**config.mk**
```make
export PLATFORM = sky130hd
export DESIGN_NAME = neuron_update
export DESIGN_NICKNAME = d
export VERILOG_FILES = /design/src/rtl/neuron_update.sv
export SDC_FILE = /design/constraint.sdc
export NUM_CORES = 2
export LEC_CHECK = 0
export BUFFER_PORTS_ARGS = -buffer_cell sky130_fd_sc_hd__buf_2
export CAP_MARGIN = 20
export CORE_UTILIZATION = 56
export DETAILED_ROUTE_END_ITERATION = 16
export GPL_ROUTABILITY_DRIVEN = 0
export PLACE_DENSITY = 0.72
export SLEW_MARGIN = 0
export SYNTH_ARGS = -nofsm -noshare
export SYNTH_HDL_FRONTEND = slang
export SYNTH_MEMORY_MAX_BITS = 65536
export SYNTH_SLANG_ARGS = --single-unit
```
**constraint.sdc**
```tcl
create_clock -name clk -period 26.7 [get_ports clk]
set_clock_uncertainty 0.1 [all_clocks]
set_input_delay 4.005 -clock clk [delete_from_list [all_inputs] [get_ports clk]]
set_output_delay 4.005 -clock clk [all_outputs]
set_load 0.02 [all_outputs]
```
**src/rtl/neuron_update.sv**
```systemverilog
// neuron_update: leaky integrate-and-fire potential update with sweep leak/fire, external injection and spike FIFO.
// Optional macro SPIKE_DROP_CNT_EN adds an 8-bit saturating drop_cnt output.
module neuron_update #(
    parameter int NEURON_NO  = 2**8,
    parameter int POT_W      = 16,
    parameter int THRESHOLD  = 1000,
    parameter int LEAK       = 1,
    parameter int FIFO_DEPTH = 4
) (
    input  logic                         clk,
    input  logic                         reset,
    input  logic                         testing_en,
    input  logic [$clog2(NEURON_NO)-1:0] testing_addr,
    input  logic                         sel,
    input  logic [1:0]                   ext_req,
    input  logic [$clog2(NEURON_NO)-1:0] ext_addr,
    input  logic [POT_W-1:0]             ext_weight,
    output logic                         ext_ack,
    output logic                         spike_valid,
    output logic [$clog2(NEURON_NO)-1:0] spike_addr,
    input  logic                         spike_ready,
    output logic                         spike_drop
`ifdef SPIKE_DROP_CNT_EN
    ,
    output logic [7:0]                   drop_cnt
`endif
);
    localparam int AW = $clog2(NEURON_NO);
    localparam int PW = $clog2(FIFO_DEPTH);
    localparam logic [POT_W-1:0] LEAK_V = POT_W'(LEAK);
    localparam logic [POT_W-1:0] THR_V  = POT_W'(THRESHOLD);
    localparam logic [1:0] IDLE = 2'd0, SW_WR = 2'd1, EXT_RD = 2'd2, EXT_WR = 2'd3;

    logic [POT_W-1:0] pot_mem [NEURON_NO] = '{default: '0};
    logic [AW-1:0]    fifo_mem [FIFO_DEPTH];

    logic [1:0]       state_q, state_d;
    logic [AW-1:0]    addr_q, addr_d;
    logic [POT_W-1:0] pot_q, pot_d;
    logic             ack_q, ack_d;
    logic [POT_W-1:0] rd_q;
    logic             mem_we;
    logic [AW-1:0]    mem_addr;
    logic [POT_W-1:0] mem_wdata;
    logic             push;
    logic [POT_W-1:0] lk, ext_res;
    logic [POT_W:0]   sum;
    logic [PW-1:0]    wp_q, wp_d, rp_q, rp_d;
    logic [PW:0]      cnt_q, cnt_d;
    logic             drop_q, drop_d;
    logic             pop, full, wr, drop_ev;

    assign lk      = rd_q > LEAK_V ? rd_q - LEAK_V : '0;
    assign sum     = {1'b0, pot_q} + {1'b0, ext_weight};
    assign ext_res = ext_req == 2'b01 ? (sum[POT_W] ? '1 : sum[POT_W-1:0]) :
                     ext_req == 2'b10 ? (pot_q > ext_weight ? pot_q - ext_weight : '0) : pot_q;

    // Requests seen during the ack cycle belong to the injection just completed.
    always_comb begin
        state_d   = state_q;
        addr_d    = addr_q;
        pot_d     = pot_q;
        ack_d     = 1'b0;
        mem_we    = 1'b0;
        mem_addr  = addr_q;
        mem_wdata = '0;
        push      = 1'b0;
        case (state_q)
            IDLE: begin
                if (ext_req != 2'b00 && !ack_q) begin
                    mem_addr = ext_addr;
                    addr_d   = ext_addr;
                    state_d  = EXT_RD;
                end else if (testing_en && sel) begin
                    mem_addr = testing_addr;
                    addr_d   = testing_addr;
                    state_d  = SW_WR;
                end
            end
            SW_WR: begin
                push      = lk >= THR_V;
                mem_we    = 1'b1;
                mem_wdata = push ? '0 : lk;
                state_d   = IDLE;
            end
            EXT_RD: begin
                pot_d   = rd_q;
                state_d = EXT_WR;
            end
            default: begin
                mem_we    = 1'b1;
                mem_wdata = ext_res;
                ack_d     = 1'b1;
                state_d   = IDLE;
            end
        endcase
    end

    always_ff @(posedge clk) begin
        if (mem_we) pot_mem[mem_addr] <= mem_wdata;
        rd_q <= pot_mem[mem_addr];
    end

    always_comb begin
        pop     = spike_ready && cnt_q != '0;
        full    = cnt_q == (PW+1)'(FIFO_DEPTH);
        wr      = push && (!full || pop);
        drop_ev = push && full && !pop;
        wp_d    = wp_q + PW'(wr);
        rp_d    = rp_q + PW'(pop);
        cnt_d   = cnt_q + (PW+1)'(wr) - (PW+1)'(pop);
        drop_d  = drop_q || drop_ev;
    end

    always_ff @(posedge clk) begin
        if (wr) fifo_mem[wp_q] <= addr_q;
    end

    always_ff @(posedge clk or negedge reset) begin
        if (!reset) begin
            state_q <= IDLE;
            addr_q  <= '0;
            pot_q   <= '0;
            ack_q   <= 1'b0;
            wp_q    <= '0;
            rp_q    <= '0;
            cnt_q   <= '0;
            drop_q  <= 1'b0;
        end else begin
            state_q <= state_d;
            addr_q  <= addr_d;
            pot_q   <= pot_d;
            ack_q   <= ack_d;
            wp_q    <= wp_d;
            rp_q    <= rp_d;
            cnt_q   <= cnt_d;
            drop_q  <= drop_d;
        end
    end

    assign ext_ack     = ack_q;
    assign spike_valid = cnt_q != '0;
    assign spike_addr  = spike_valid ? fifo_mem[rp_q] : '0;
    assign spike_drop  = drop_q;

`ifdef SPIKE_DROP_CNT_EN
    logic [7:0] dcnt_q, dcnt_d;

    always_comb dcnt_d = drop_ev && dcnt_q != 8'hFF ? dcnt_q + 8'd1 : dcnt_q;

    always_ff @(posedge clk or negedge reset) begin
        if (!reset) dcnt_q <= '0;
        else        dcnt_q <= dcnt_d;
    end

    assign drop_cnt = dcnt_q;
`endif
endmodule

```
==> flow_summary.ini <==
[layout]
drive_above_1_share_pct = 23.75
fillers = 18630
finalCoreUtilization_pct = 63.27
fin_area_um2 = 180600
fin_cells = 12400
area.growth.synth_to_final_pct = 12.17
fin_nets = 8387

[sta]
holdWs_ns = 0.3865
worstMarginPinSlew_ns = 1.562
finalHoldViolations = 0
period_minus_slack_ns = 11.09
post-route-period-util_pct = 41.52
clock.fmax_mhz = 90.20
slew_violations = 56
setup_viol = 0
tns_ns = 0
relSlewSlack_pct = -4.152
rsz0062_at_grt = no

[clock_network]
cts_tree = done
cts_made_buffers = 403
root_buffer = clkbuf_16
path_clk_slew_ns = 0.07
cts_num_sinks = 4179
cts_hold_buf = 0
clockBufferDepth = 4
cts_htree_levels = 5
clk_latency_ns = 0.94
post_cts_buffers = 0
cts.repair.resized = 0

[synthesis]
syn_avg_cell_area_um2 = 20.31
synth_xor_area_share_pct = 0.1849
syn_area_um2 = 161000
synth_cell_types = 70
synth_compound_area_share_pct = 3.539
yosysWarnings = 0
yosys.area_share.simple_pct = 3.903
ys_ff_latch = 4179
syn-num-nets = 8007
yosys_most_used_dff = edfxtp_1
synth.mux.area_fraction_pct = 12.91
synth_fa_ha_area_share_pct = 0.3326
synth_edf_count = 4128
synth_cells = 7927
ys_seq_area_share_pct = 77.72
synth_async_sr_flop_share_pct = 0.8375
synth_top_family_by_area = multiplexers

[global_route]
grt_pass1_vias = 82460
grt_max_degree = 201
grt_first_pass_wirelength_um = 593500
globalRouteOverflowTotal = 0
track_usage_pct = 28.58
grt_antenna_before_repair = 18

[status]
violations = slew limit
outcome = complete, but fails checks

[drt]
drt-initial-drc-count = 13090
final_antenna_net_count = 0
drc = 0
vias = 84360
avgRoutedWirePerCell_um = 33.60
vias_per_cell = 6.805
dr.pass1.iters = 9
finalWirelength_um = 416500

[power_and_ir_drop]
p_per_area_nw_per_um2 = 111.6
p_leak_nw = 57.65
ir_drop_uv = 119.0

[floorplan]
pin_count = 50
fp.dieH_um = 538.2
die_w_um = 538.2
initial_core_util_pct = 56.41
placementRows = 196
die-area_um2 = 289700
core_area_um2 = 285500

[place]
placed_cell_area_um2 = 167700
dp_hpwl_um = 236600
place_inst = 11660
io_buffers = 49

[setup_path]
required_ns = 27.34
worstPathMaxFanout = 65
critical_path_class = input port to flop
critPathCaptureType = flop
critPathArrivalTime_ns = 11.72
cp-start-kind = input port

[job]
drv_cap = 0

[worst_hold_path]
hp-class = flop to flop
synth_stat cells (28+ instances only):
master    number  area (µm²)
edfxtp_1    4128      124000
mux4_2       902       20310
nand2_1      517        1941
a22oi_1      377        2830
nor2_1       322        1209
clkbuf_1     293        1100
nand3_1      241        1206
a21oi_1      204        1021
nand4_1      148       925.9
buf_2        104       520.5
a31oi_1       72       450.4
buf_1         51       191.4
inv_1         46       172.7
ha_1          38       475.5
a32oi_1       36       315.3
dfrtp_1       35       875.8
and3_1        29       181.4
mux2i_1       28       280.3
critical path: stages:
cell	delay, ns
buf_2	0.24
o21bai_1	0.78
mux2i_2	0.21
a2bb2oi_4	0.21
buf_4	0.27
inv_8	0.56
buf_4	0.73
buf_4	0.81
buf_4	0.59
buf_4	0.80
mux4_2	0.59
a22oi_1	0.29
a21oi_1	0.16
nor4_1	1.03
nand4_1	0.29
power by group:
part / leakage, nW / switching [mW] / internal (mW)
sequential: 38.8 / 0.117 / 7.83
clock: 6.22 / 2.39 / 3.15
combinational: 12.6 / 4.31 / 2.35
total: 57.6 / 6.82 / 13.3
cell usage in the layout (no fill, tap or decap), drive strengths merged, types with 16 or more instances in the layout:
| cell | n |
|---|---|
| nor3 | 27 |
| a21oi | 204 |
| nand4 | 148 |
| mux4 | 902 |
| a41oi | 17 |
| ha | 38 |
| dfrtp | 35 |
| a22oi | 377 |
| a32oi | 36 |
| buf | 450 |
| edfxtp | 4128 |
| mux2 | 16 |
| clkinv | 167 |
| inv | 63 |
| clkbuf | 501 |
| nand3 | 241 |
| nand2 | 517 |
| bufinv | 33 |
| and3 | 29 |
| o21ai | 20 |
| dfxtp | 16 |
| xnor2 | 22 |
| nor2 | 322 |
| a31oi | 72 |
| mux2i | 29 |
state kept, by name, summed over array words and instances, names as in the netlist:
| register | flops |
|---|---|
| rd_q | 16 |
| spike_drop | 1 |
| cnt_q | 3 |
| addr_q | 8 |
| pot_q | 16 |
| pot_mem | 4096 |
| state_q | 2 |
| ext_ack | 1 |
| rp_q | 2 |
| fifo_mem | 32 |
| wp_q | 2 |
per-stage QoR:
step | worst slack (ns) | total power [mW]
6_report | 15.61 | 20.15
5_1_grt | 15.14 | 20.72
4_1_cts | 15.66 | 20.14
3_5_place_dp | 14.70 | 14.66
3_3_place_gp | 14.84 | 14.54
2_1_floorplan | 7.328 | 12.59
per-layer routing:
metal  vias to the layer above  share of wire, %  GRT usage (%)
met2                      5713                47          44.13
met3                       828                12          7.025
li1                      33670                 -              -
met4                         8               4.4          11.30
met1                     44140                36          39.66
met5                         -             0.012              0
final timing paths:
check | cells past startpoint | slack [ns] | from | to
min reg2reg | 1 | 0.39 | spike_drop | spike_drop
max reg2reg | 14 | 18.82 | state_q[0] | rd_q[13]
max | 15 | 15.61 | ext_req[0] | rd_q[13]
min | 1 | 0.39 | spike_drop | spike_drop
max in group asynchronous | 1 | 22.80 | reset | rp_q[0]
min in group asynchronous | 1 | 3.11 | reset | pot_q[2]
final cells by class:
class | count | area (µm²) | share of cell area [%]
Sequential cell | 4179 | 125200 | 69.29
Multi-Input combinational cell | 3219 | 34210 | 18.94
Clock buffer | 499 | 10640 | 5.891
Tap cell | 3762 | 4707 | 2.606
Timing Repair Buffer | 452 | 3596 | 1.991
Clock inverter | 223 | 2067 | 1.144
Inverter | 52 | 217.7 | 0.1205
Antenna cell | 10 | 25.02 | 0.01385
cells by family after synthesis:
group | after synthesis
buffers and inverters | 529
muxes | 947
xor gates and xnor gates | 34
adders and majority gates | 41
AOI/OAI and AO/OA | 817
DFF | 4179
and+or+nand+nor | 1380
Note: power is estimated with default switching activity, not from simulation.
